<file path="src/rtl/mbledhesi_serik.sv">
// Bit-serial adder/subtractor. Processes BPC bits per clock, LSB first, through a
// ripple full-adder chain. A full operation takes WIDTH/BPC RUN cycles followed by
// one FIN cycle in which DONE pulses.
//
// Parameters:
//   WIDTH - operand and result width in bits
//   BPC   - bits processed per cycle; WIDTH must be a multiple of BPC, BPC >= 1
// Ports:
//   Clock    - clock, rising edge active
//   Reset    - asynchronous active-high reset
//   START    - request a new operation (accepted in IDLE or FIN only)
//   SUB      - 0: A+B, 1: A-B (sampled with START)
//   A, B     - operands (sampled with START)
//   SUM      - result, modulo 2^WIDTH
//   COUT     - carry out of the MSB (for subtraction, 1 = no borrow)
//   OVERFLOW - two's-complement signed overflow
//   ZERO     - SUM == 0
//   BUSY     - operation in progress
//   DONE     - one-cycle pulse, results valid
module mbledhesi_serik #(
  parameter int unsigned WIDTH = 24,
  parameter int unsigned BPC   = 1
) (
  input  logic             Clock,
  input  logic             Reset,
  input  logic             START,
  input  logic             SUB,
  input  logic [WIDTH-1:0] A,
  input  logic [WIDTH-1:0] B,
  output logic [WIDTH-1:0] SUM,
  output logic             COUT,
  output logic             OVERFLOW,
  output logic             ZERO,
  output logic             BUSY,
  output logic             DONE
);

  localparam int unsigned N  = WIDTH / BPC;
  localparam int unsigned CW = (N > 1) ? $clog2(N) : 1;

  typedef enum logic [1:0] {StIdle, StRun, StFin} state_e;

  state_e           state_q;
  logic [WIDTH-1:0] a_q;
  logic [WIDTH-1:0] b_q;      // already inverted for subtraction
  logic [WIDTH-1:0] res_q;    // result bits enter from the top
  logic             carry_q;
  logic [CW-1:0]    cnt_q;

  // One step of the ripple chain over the lowest BPC unprocessed bits.
  logic [BPC-1:0]       step_sum;
  logic                 step_cout;
  logic                 step_top_cin;  // carry into the top bit of this chunk
  logic [WIDTH+BPC-1:0] res_cat;
  logic [WIDTH-1:0]     res_next;
  logic                 last_step;

  always_comb begin
    logic cy;
    cy           = carry_q;
    step_sum     = '0;
    step_top_cin = 1'b0;
    for (int i = 0; i < BPC; i++) begin
      step_sum[i] = a_q[i] ^ b_q[i] ^ cy;
      if (i == BPC - 1) begin
        step_top_cin = cy;
      end
      cy = (a_q[i] & b_q[i]) | (cy & (a_q[i] ^ b_q[i]));
    end
    step_cout = cy;
  end

  // Shift the new chunk in from the top; after N steps the LSB chunk sits at bit 0.
  assign res_cat   = {step_sum, res_q};
  assign res_next  = res_cat[WIDTH+BPC-1:BPC];
  assign last_step = (cnt_q == CW'(N - 1));

  always_ff @(posedge Clock or posedge Reset) begin
    if (Reset) begin
      state_q  <= StIdle;
      a_q      <= '0;
      b_q      <= '0;
      res_q    <= '0;
      carry_q  <= 1'b0;
      cnt_q    <= '0;
      SUM      <= '0;
      COUT     <= 1'b0;
      OVERFLOW <= 1'b0;
      ZERO     <= 1'b0;
      BUSY     <= 1'b0;
      DONE     <= 1'b0;
    end else begin
      DONE <= 1'b0;
      case (state_q)
        StIdle, StFin: begin
          if (START) begin
            a_q     <= A;
            b_q     <= B ^ {WIDTH{SUB}};
            carry_q <= SUB;
            cnt_q   <= '0;
            res_q   <= '0;
            BUSY    <= 1'b1;
            state_q <= StRun;
          end else begin
            state_q <= StIdle;
          end
        end
        StRun: begin
          // START is ignored here; the running operation always completes.
          a_q     <= a_q >> BPC;
          b_q     <= b_q >> BPC;
          carry_q <= step_cout;
          res_q   <= res_next;
          cnt_q   <= cnt_q + CW'(1);
          if (last_step) begin
            // Visible outputs change only here, so no partial sums leak out.
            SUM      <= res_next;
            COUT     <= step_cout;
            OVERFLOW <= step_top_cin ^ step_cout;
            ZERO     <= (res_next == '0);
            BUSY     <= 1'b0;
            DONE     <= 1'b1;
            state_q  <= StFin;
          end
        end
        default: begin
          state_q <= StIdle;
        end
      endcase
    end
  end

endmodule

</file>
<file path="config.mk">
export PLATFORM = sky130hd
export DESIGN_NAME = mbledhesi_serik
export DESIGN_NICKNAME = d
export VERILOG_FILES = /design/src/rtl/mbledhesi_serik.sv
export SDC_FILE = /design/constraint.sdc
export NUM_CORES = 1
export LEC_CHECK = 0
export CAP_MARGIN = 20
export CORE_MARGIN = 10
export CORE_UTILIZATION = 50
export CTS_BUF_LIST = sky130_fd_sc_hd__clkbuf_4 sky130_fd_sc_hd__clkbuf_8
export CTS_CLUSTER_SIZE = 8
export DETAILED_ROUTE_END_ITERATION = 6
export MAX_ROUTING_LAYER = met4
export PLACE_DENSITY_LB_ADDON = 0.2
export SYNTH_ARGS = -nofsm -noshare
export SYNTH_HDL_FRONTEND = slang
export SYNTH_SLANG_ARGS = --single-unit
</file>
<file path="constraint.sdc">
create_clock -name Clock -period 3.94 [get_ports Clock]
set_input_delay 0.394 -clock Clock [delete_from_list [all_inputs] [get_ports Clock]]
set_output_delay 0.394 -clock Clock [all_outputs]
set_load 0.01 [all_outputs]
</file>
==> results.sh, run 1 <==
export IMPL_status="finished clean"
export IMPL_internal_power_mw=2.67
export IMPL_ys_seq_area_share_pct=57.6
export IMPL_crit_required_ns=4.20
export IMPL_syn_num_nets=426
export IMPL_cts_buffer_depth=2
export IMPL_post_place_ws_ns=1.74
export IMPL_tightest_slew_ns=0.977
export IMPL_synth_top_family_by_area="compound AO/OA/AOI/OAI gates"
export IMPL_fin_nets=492
export IMPL_clock_root_buffer="clkbuf_8"
export IMPL_leakagePower_nw=2.55
export IMPL_clk_latency_ns=0.37
export IMPL_synth_adder_area_share_pct=0.693
export IMPL_hold_viol=0
export IMPL_relSlewSlack_pct=34.9
export IMPL_path_max_fanout=27
export IMPL_final_layout_size_suffix_gt1_share_pct=13.1
export IMPL_ff2ff_path_depth=4
export IMPL_p_switching_mw=1.35
export IMPL_grt_pass1_wl_mm=15.4
export IMPL_drc=0
export IMPL_setup_viol=0
export IMPL_synthXorXnorAreaFrac_pct=4.66
export IMPL_grt_use_total_pct=14.5
export IMPL_place_congestion=0.780
export IMPL_synthMuxAreaShare_pct=8.07
export IMPL_fin_skew_ns=0.00616
export IMPL_vias=3130
export IMPL_drtAntennaViolNets=0
export IMPL_cts_tree="done"
export IMPL_min_period_ns=1.89
export IMPL_dpl_hpwl_mm=6.22
export IMPL_p_sw_share_pct=33.5
export IMPL_synth_compound_area_share_pct=14.5
export IMPL_grt_pass1_vias=3178
export IMPL_synth_cell_types=32
export IMPL_cap_violations=0
export IMPL_multi_input_area_um2=1810
export IMPL_setup_ws_ns=2.05
export IMPL_synthCells=372
export IMPL_drtPass1Iterations=5
export IMPL_slew_viol_final=0
export IMPL_synth_simple_area_share_pct=10.1
export IMPL_synth_warnings=0
export IMPL_worst_setup_path_start_kind="flip-flop"
export IMPL_worstPathArrival_ns=2.15
export IMPL_antenna_found_initial=0
export IMPL_avgViaCountPerCell=5.65
export IMPL_die_x_um=117
export IMPL_ioPinCount=81
export IMPL_fmax_ghz=0.530
export IMPL_gr_total_overflow=0
export IMPL_worstSetupPathType="reg2reg"
export IMPL_fin_cells=554
export IMPL_initial_core_util_pct=51.1
export IMPL_yosys_register_bits=108
export IMPL_postCtsSetupBuffers=0
export IMPL_drt_iter0_drc=245
export IMPL_ir_drop_mv=0.546
export IMPL_p_per_area_nw_per_um2=701
export IMPL_wl_per_cell_um=16.9
export IMPL_grt_max_degree=77
export IMPL_tns_ns=0
export IMPL_rsz0062_at_grt="false"
export IMPL_fin_crit_sh_pct=47.9
export IMPL_cts_repair_resized=0
export IMPL_cts_htree_levels=3
export IMPL_n_antenna_cell=0
export IMPL_syn_area_um2=4700
export IMPL_rows=35
export IMPL_post_place_cells=537
export IMPL_clock_power_share_pct=17.3
export IMPL_die_area_um2=13700
export IMPL_power_frac_comb_pct=36.1
export IMPL_seqPwrFrac_pct=46.7
export IMPL_fill_cells=756
export IMPL_min_path_type="in2async"
export IMPL_clock_sinks=108
export IMPL_cts_made_buffers=9
export IMPL_cp_end_kind="flip-flop"
export IMPL_io_buffers=80
export IMPL_area_delta_synth_final_pct=22.1
export IMPL_die_y_um=117
export IMPL_core_area_um2=9200
export IMPL_clk_pin_slew_ns=0.10
export IMPL_avgSynthCellArea_um2=12.6
export IMPL_seqCellArea_um2=2700
export IMPL_wl_mm=9.35
export IMPL_ctsHoldBuffers=0
==> power by group through the flow <==
stage | combinational (mW) | clock, mW | sequential (mW)
floorplan | 1.01 | 0 | 1.85
global placement | 1.40 | 0 | 1.88
detailed placement | 1.45 | 0 | 1.89
CTS | 1.44 | 0.718 | 1.88
global route | 1.59 | 0.753 | 1.94
finish | 1.45 | 0.695 | 1.88
==> stage by stage <==
stage	hold WS [ns]	power (mW)	instance area [um2]	util, %
after floorplan	0.466	2.86	4700	-
after global placement	0.480	3.29	5500	59.8
after detailed placement	0.486	3.34	5500	59.8
after CTS	0.511	4.04	5710	62.1
after global routing	0.532	4.29	5740	62.4
final	0.499	4.02	5740	62.4
==> state kept, by name (all words and copies together) (netlist names) <==
| register | cells |
|---|---|
| ZERO | 1 |
| a_q | 24 |
| BUSY | 1 |
| DONE | 1 |
| res_q | 23 |
| state_q | 2 |
| b_q | 24 |
| SUM | 24 |
| carry_q | 1 |
| COUT | 1 |
| cnt_q | 5 |
| OVERFLOW | 1 |
==> cells in the mapped netlist <==
cell / instances / area, um2
a21oi_1: 2 / 10.0
a221o_1: 23 / 230
a22o_1: 26 / 228
a22o_2: 1 / 10.0
a22oi_1: 24 / 180
and2b_2: 1 / 8.76
and4b_2: 1 / 11.3
buf_12: 2 / 40.0
buf_2: 18 / 90.1
buf_4: 5 / 37.5
buf_6: 1 / 11.3
clkbuf_1: 6 / 22.5
dfrtp_1: 108 / 2700
fa_1: 1 / 20.0
ha_1: 1 / 12.5
inv_1: 1 / 3.75
mux2_2: 7 / 78.8
mux2_4: 18 / 270
mux2i_1: 3 / 30.0
nand2_1: 27 / 101
nand2b_1: 2 / 12.5
nand3_1: 25 / 125
nand4_1: 4 / 25.0
nand4b_4: 1 / 23.8
nor2_1: 24 / 90.1
nor2_2: 1 / 6.26
nor2_8: 1 / 20.0
nor2b_1: 2 / 12.5
nor4_1: 6 / 37.5
o21ai_0: 5 / 25.0
xnor2_1: 24 / 210
xor2_1: 1 / 8.76
==> worst max-delay path: stages, from the launching register on <==
cell and delay (ns):
dfrtp_1 0.41, ha_1 0.29, nand4b_4 0.19, nor2_8 0.49, mux2_2 0.40
==> final timing paths <==
check / slack [ns] / end / startpoint
min reg2reg: 0.51 / a_q[4] / a_q[4]
max reg2reg: 2.05 / SUM[18] / cnt_q[0]
max in group asynchronous: 2.61 / b_q[11] / Reset
max: 2.05 / SUM[18] / cnt_q[0]
min: 0.50 / SUM[9] / Reset
min in group Clock: 0.51 / a_q[4] / a_q[4]
==> per-layer routing <==
metal | share of wire [%] | GRT usage [%]
met5 | 0 | -
met4 | 1.2 | 5.27
met3 | 5.7 | 3.26
met2 | 47 | 22.0
met1 | 46 | 18.7
==> area by class of cell <==
cell class              instances  area share, %
clock inverters                 6           1.24
clock buffers                  10           2.40
inverters                       1          0.109
repair buffers                 87           15.2
well taps                     111           2.42
flip-flops and latches        108           47.1
multi-input cells             231           31.5
==> kinds of logic (layout without fill, tap and decap cells) <==
| group | count (synthesis) | count (layout) |
|---|---|---|
| mux | 28 | 28 |
| simple gates | 95 | 95 |
| buf+inv | 33 | 104 |
| fa+ha+maj | 2 | 2 |
| compound gates | 81 | 81 |
| flops | 108 | 108 |
| xor+xnor | 25 | 25 |
==> layout by cell type, fill, tap and decap left out, types with 2 or more instances in the layout <==
| cell | count |
|---|---|
| dfrtp_1 | 108 |
| clkdlybuf4s50_1 | 80 |
| nand2_1 | 27 |
| a22o_1 | 26 |
| nand3_1 | 25 |
| xnor2_1 | 24 |
| nor2_1 | 24 |
| a22oi_1 | 24 |
| a221o_1 | 23 |
| mux2_4 | 18 |
| clkbuf_8 | 10 |
| mux2_2 | 7 |
| nor4_1 | 6 |
| buf_4 | 6 |
| o21ai_0 | 5 |
| nand4_1 | 4 |
| mux2i_1 | 3 |
| a21oi_1 | 2 |
| inv_6 | 2 |
| clkinvlp_4 | 2 |
No activity file was read; power rests on OpenSTA's default activity.
==> run 2: changes to the inputs <==
Settings changed: CORE_UTILIZATION 50 to 49.
Clock period 3.94 ns to 1.6 ns, I/O delays scaled along.
==> run 2 against run 1 <==
Compared with the run above: critical path type unchanged; core utilization is 1.7 points higher; sequential share of layout area decreased by 1.7 points; die area grew 1.7%; clock power grew to 2.6 times the previous value; clock skew grew 0.0047 ns; cell area increased by 3.7%; power grew to 2.5 times the previous value; non-clock buffer count up 11; worst hold slack got worse by 0.29 ns; register-to-register slack worse by 2.0 ns; via count rose by 4.2%.
==> results.sh, run 2 (synthesis gave the netlist of run 1 again) <==
export IMPL_wl_mm=9.58
export IMPL_leakagePower_nw=2.64
export IMPL_clock_root_buffer="clkbuf_8"
export IMPL_avgViaCountPerCell=5.60
export IMPL_cts_buffer_depth=2
export IMPL_status="finished clean"
export IMPL_fin_skew_ns=0.0109
export IMPL_antenna_found_initial=0
export IMPL_tightest_slew_ns=0.342
export IMPL_drt_iter0_drc=185
export IMPL_fin_crit_sh_pct=96.5
export IMPL_post_place_cells=567
export IMPL_cts_repair_resized=0
export IMPL_cap_violations=0
export IMPL_clk_latency_ns=0.37
export IMPL_setup_viol=0
export IMPL_min_path_type="in2async"
export IMPL_tns_ns=0
export IMPL_rsz0062_at_grt="false"
export IMPL_layout_common_cells="dfrtp_1 (108), clkdlybuf4s50_1 (80), nand2_1 (27), a22o_1 (26), nand3_1 (25)"
export IMPL_fin_util_pct=64.0
export IMPL_grt_pass1_wl_mm=16.8
export IMPL_ir_drop_mv=0.937
export IMPL_cts_made_buffers=9
export IMPL_top_regs="SUM: 24 flops, a_q: 24 flops, b_q: 24 flops"
export IMPL_clk_pin_slew_ns=0.11
export IMPL_worst_r2r_setup_slack_ns=0.06
export IMPL_ctsHoldBuffers=0
export IMPL_drtAntennaViolNets=0
export IMPL_fin_cells=583
export IMPL_die_y_um=118
export IMPL_crit_required_ns=1.86
export IMPL_clock_sinks=108
export IMPL_worst_setup_path_start_kind="flip-flop"
export IMPL_cp_end_kind="flip-flop"
export IMPL_dpl_hpwl_mm=6.73
export IMPL_cts_tree="done"
export IMPL_vias=3263
export IMPL_worstSetupPathType="reg2reg"
export IMPL_area_delta_synth_final_pct=26.6
export IMPL_drtPass1Iterations=4
export IMPL_ioPinCount=81
export IMPL_worstPathArrival_ns=1.81
export IMPL_core_area_um2=9280
export IMPL_wl_per_cell_um=16.4
export IMPL_rows=35
export IMPL_p_per_area_nw_per_um2=1720
export IMPL_p_total_mw=10.2
export IMPL_path_max_fanout=20
export IMPL_fill_cells=745
export IMPL_postCtsSetupBuffers=0
export IMPL_grt_max_degree=66
export IMPL_die_x_um=118
export IMPL_fin_nets=503
export IMPL_final_common_cell="dfrtp_1"
export IMPL_hold_viol=0
export IMPL_drc=0
export IMPL_die_area_um2=13900
export IMPL_min_period_ns=1.54
export IMPL_initial_core_util_pct=50.6
export IMPL_grt_use_total_pct=14.4
export IMPL_n_antenna_cell=0
export IMPL_hold_slack_ns=0.212
export IMPL_final_layout_size_suffix_gt1_share_pct=15.4
export IMPL_fmax_ghz=0.647
export IMPL_io_buffers=80
export IMPL_slew_viol_final=0
export IMPL_place_congestion=0.765
export IMPL_relSlewSlack_pct=77.2
export IMPL_cts_htree_levels=3
export IMPL_grt_pass1_vias=3357
export IMPL_gr_total_overflow=0
==> run 2: power breakdown <==
| group | total [mW] | switching (mW) | internal (mW) |
|---|---|---|---|
| registers | 4.63 | 0.807 | 3.82 |
| clock network | 1.80 | 1.02 | 0.784 |
| logic | 3.81 | 1.63 | 2.17 |
==> run 2: cell type report <==
cell class	instances	area (um2)	area share, %
Clock buffer	9	124	2.08
Clock inverter	7	103	1.73
Inverter	1	7.51	0.126
Sequential cell	108	2700	45.5
Tap cell	129	161	2.71
Timing Repair Buffer	98	1040	17.5
Multi-Input combinational cell	231	1810	30.4
==> run 2: routing by layer <==
layer	GRT usage, %	share of wire (%)
met1	19.0	46
met5	-	0
met3	4.12	4.9
met4	3.63	1.3
met2	21.4	47
==> run 2: stage by stage <==
stage          cell area [um2]  worst slack, ns
2_1_floorplan             4700           0.0613
3_3_place_gp              5710           0.0687
3_5_place_dp              5710           0.0239
4_1_cts                   5940           0.0304
5_1_grt                   5950          0.00849
6_report                  5950           0.0554
==> run 2: critical path, stage by stage, from the launching register on <==
cell and delay (ns):
dfrtp_1 0.42, ha_2 0.23, nand4b_4 0.14, nor2_8 0.12, buf_12 0.18, mux2_2 0.35
==> run 2: path summary, 6_finish.rpt <==
path,startpoint,depth (start not counted),end
setup / recovery,cnt_q[0],5,SUM[15]
hold / removal,Reset,3,SUM[9]
setup reg to reg,cnt_q[0],5,SUM[15]
hold reg to reg,a_q[1],2,a_q[1]
max in group asynchronous,Reset,3,a_q[21]
min in group Clock,A[11],3,a_q[11]
==> run 3: changes to the inputs <==
==> constraint.sdc (replaced) <==
create_clock -name Clock -period 1.6 [get_ports Clock]
set_input_delay 0.32 -clock Clock [delete_from_list [all_inputs] [get_ports Clock]]
set_output_delay 0.32 -clock Clock [all_outputs]
set_load 0.01 [all_outputs]
==> run 3 against run 2 <==
Compared with the run above: non-clock buffer count increased by 4; routed wire length about the same; die area unchanged; critical endpoint is now SUM[13]; cell area decreased by 0.53%; worst hold slack improved by 0.19 ns; sequential share of layout area increased by 0.24 points.
==> results.sh, run 3 (synthesis gave the netlist of run 1 again) <==
export IMPL_rows=35
export IMPL_vias=3217
export IMPL_cap_violations=0
export IMPL_fin_cells=587
export IMPL_ctsHoldBuffers=0
export IMPL_drtAntennaViolNets=0
export IMPL_n_antenna_cell=0
export IMPL_cts_made_buffers=9
export IMPL_fmax_ghz=0.639
export IMPL_fin_nets=507
export IMPL_worstSetupPathType="reg2reg"
export IMPL_clock_sinks=108
export IMPL_setup_ws_ns=0.0353
export IMPL_die_x_um=118
export IMPL_fill_cells=751
export IMPL_path_max_fanout=16
export IMPL_layout_common_cells="dfrtp_1 (108), clkdlybuf4s50_1 (51), nand2_1 (27), a22o_1 (26), nand3_1 (25)"
export IMPL_fin_crit_sh_pct=97.8
export IMPL_rsz0062_at_grt="true"
export IMPL_tns_ns=0
export IMPL_drtPass1Iterations=4
export IMPL_startpoint="cnt_q[0]"
export IMPL_avgViaCountPerCell=5.48
export IMPL_core_area_um2=9280
export IMPL_area_delta_synth_final_pct=26.0
export IMPL_hold_viol=0
export IMPL_ioPinCount=81
export IMPL_final_layout_size_suffix_gt1_share_pct=16.4
export IMPL_p_total_mw=9.86
export IMPL_clock_root_buffer="clkbuf_8"
export IMPL_worstReg2RegEnd="SUM[13]"
export IMPL_clk_pin_slew_ns=0.10
export IMPL_die_y_um=118
export IMPL_gr_total_overflow=0
export IMPL_antenna_found_initial=0
export IMPL_worst_setup_path_start_kind="flip-flop"
export IMPL_relSlewSlack_pct=53.7
export IMPL_ff2ff_path_depth=5
export IMPL_post_place_cells=569
export IMPL_cts_htree_levels=3
export IMPL_cts_tree="done"
export IMPL_grt_max_degree=77
export IMPL_worst_r2r_setup_slack_ns=0.04
export IMPL_io_buffers=80
export IMPL_grt_pass1_vias=3270
export IMPL_r2r_start="cnt_q[0]"
export IMPL_status="finished clean"
export IMPL_fin_skew_ns=0.00737
export IMPL_final_common_cell="dfrtp_1"
export IMPL_top_regs="SUM: 24 flops, a_q: 24 flops, b_q: 24 flops"
export IMPL_post_place_ws_ns=-0.313
export IMPL_worstPathArrival_ns=1.82
export IMPL_die_area_um2=13900
export IMPL_dpl_hpwl_mm=6.69
export IMPL_clk_latency_ns=0.36
export IMPL_grt_use_total_pct=14.4
export IMPL_drt_iter0_drc=169
export IMPL_tightest_slew_ns=0.692
export IMPL_min_path_type="in2async"
export IMPL_grt_pass1_wl_mm=16.5
export IMPL_place_congestion=0.769
export IMPL_wl_per_cell_um=16.3
export IMPL_crit_required_ns=1.86
export IMPL_leakagePower_nw=2.79
export IMPL_p_per_area_nw_per_um2=1670
export IMPL_setup_viol=0
export IMPL_cp_end_kind="flip-flop"
export IMPL_drc=0
export IMPL_min_period_ns=1.56
export IMPL_cts_buffer_depth=2
export IMPL_wl_mm=9.58
export IMPL_slew_viol_final=0
export IMPL_ir_drop_mv=0.738
export IMPL_initial_core_util_pct=50.6
==> run 3: worst max-delay path: stages (launching register included) <==
cell and delay [ns]:
dfrtp_1 0.42, ha_2 0.23, nand4b_4 0.15, nor2_8 0.14
buf_12 0.17, mux2_2 0.34
==> run 3: layer usage <==
metal | part of all wire (%) | wire [um] | GRT usage (%) | up-vias
li1 | - | - | - | 1522
met1 | 46 | 4450 | 18.5 | 1619
met2 | 49 | 4660 | 21.9 | 68
met3 | 4.0 | 387 | 4.17 | 8
met4 | 0.80 | 77 | 3.71 | 0
met5 | 0 | 0 | - | -
==> run 3: through the flow <==
stage	cell area (um2)	hold slack, ns	util (%)
final	5910	0.399	63.7
after global routing	5910	0.427	63.7
after CTS	5870	0.424	63.2
after detailed placement	5720	0.485	61.6
after global placement	5720	0.480	61.6
after floorplan	4700	0.448	-
==> run 3: worst max-delay path by stage <==
stage / endpoint / slack (ns)
final: SUM[13] / 0.04
after global routing: res_q[7] / -0.04
after CTS: SUM[0] / 0.0008
after detailed placement: res_q[7] / -0.31
after global placement: res_q[21] / -0.29
after floorplan: BUSY / -0.02
==> run 3: repair_timing <==
item,CTS,global route
buffers inserted,0,2
pin swaps,0,8
resized for setup,24,10
cloned,0,0
setup endpoints to repair,24,39
==> run 3: area by class of cell <==
cell class              instances  area (um2)  share of cell area (%)
multi-input cells             231        1810                    30.7
flip-flops and latches        108        2700                    45.7
well taps                     129         161                    2.73
clock inverters                 7        57.6                   0.973
repair buffers                102        1050                    17.7
inverters                       1        7.51                   0.127
clock buffers                   9         124                    2.09
==> run 3: where the power goes <==
part           switching (mW)  internal, mW  leakage, nW
Clock                   0.949         0.595       0.0954
Combinational            1.66          2.06         1.31
Sequential              0.777          3.82         1.38
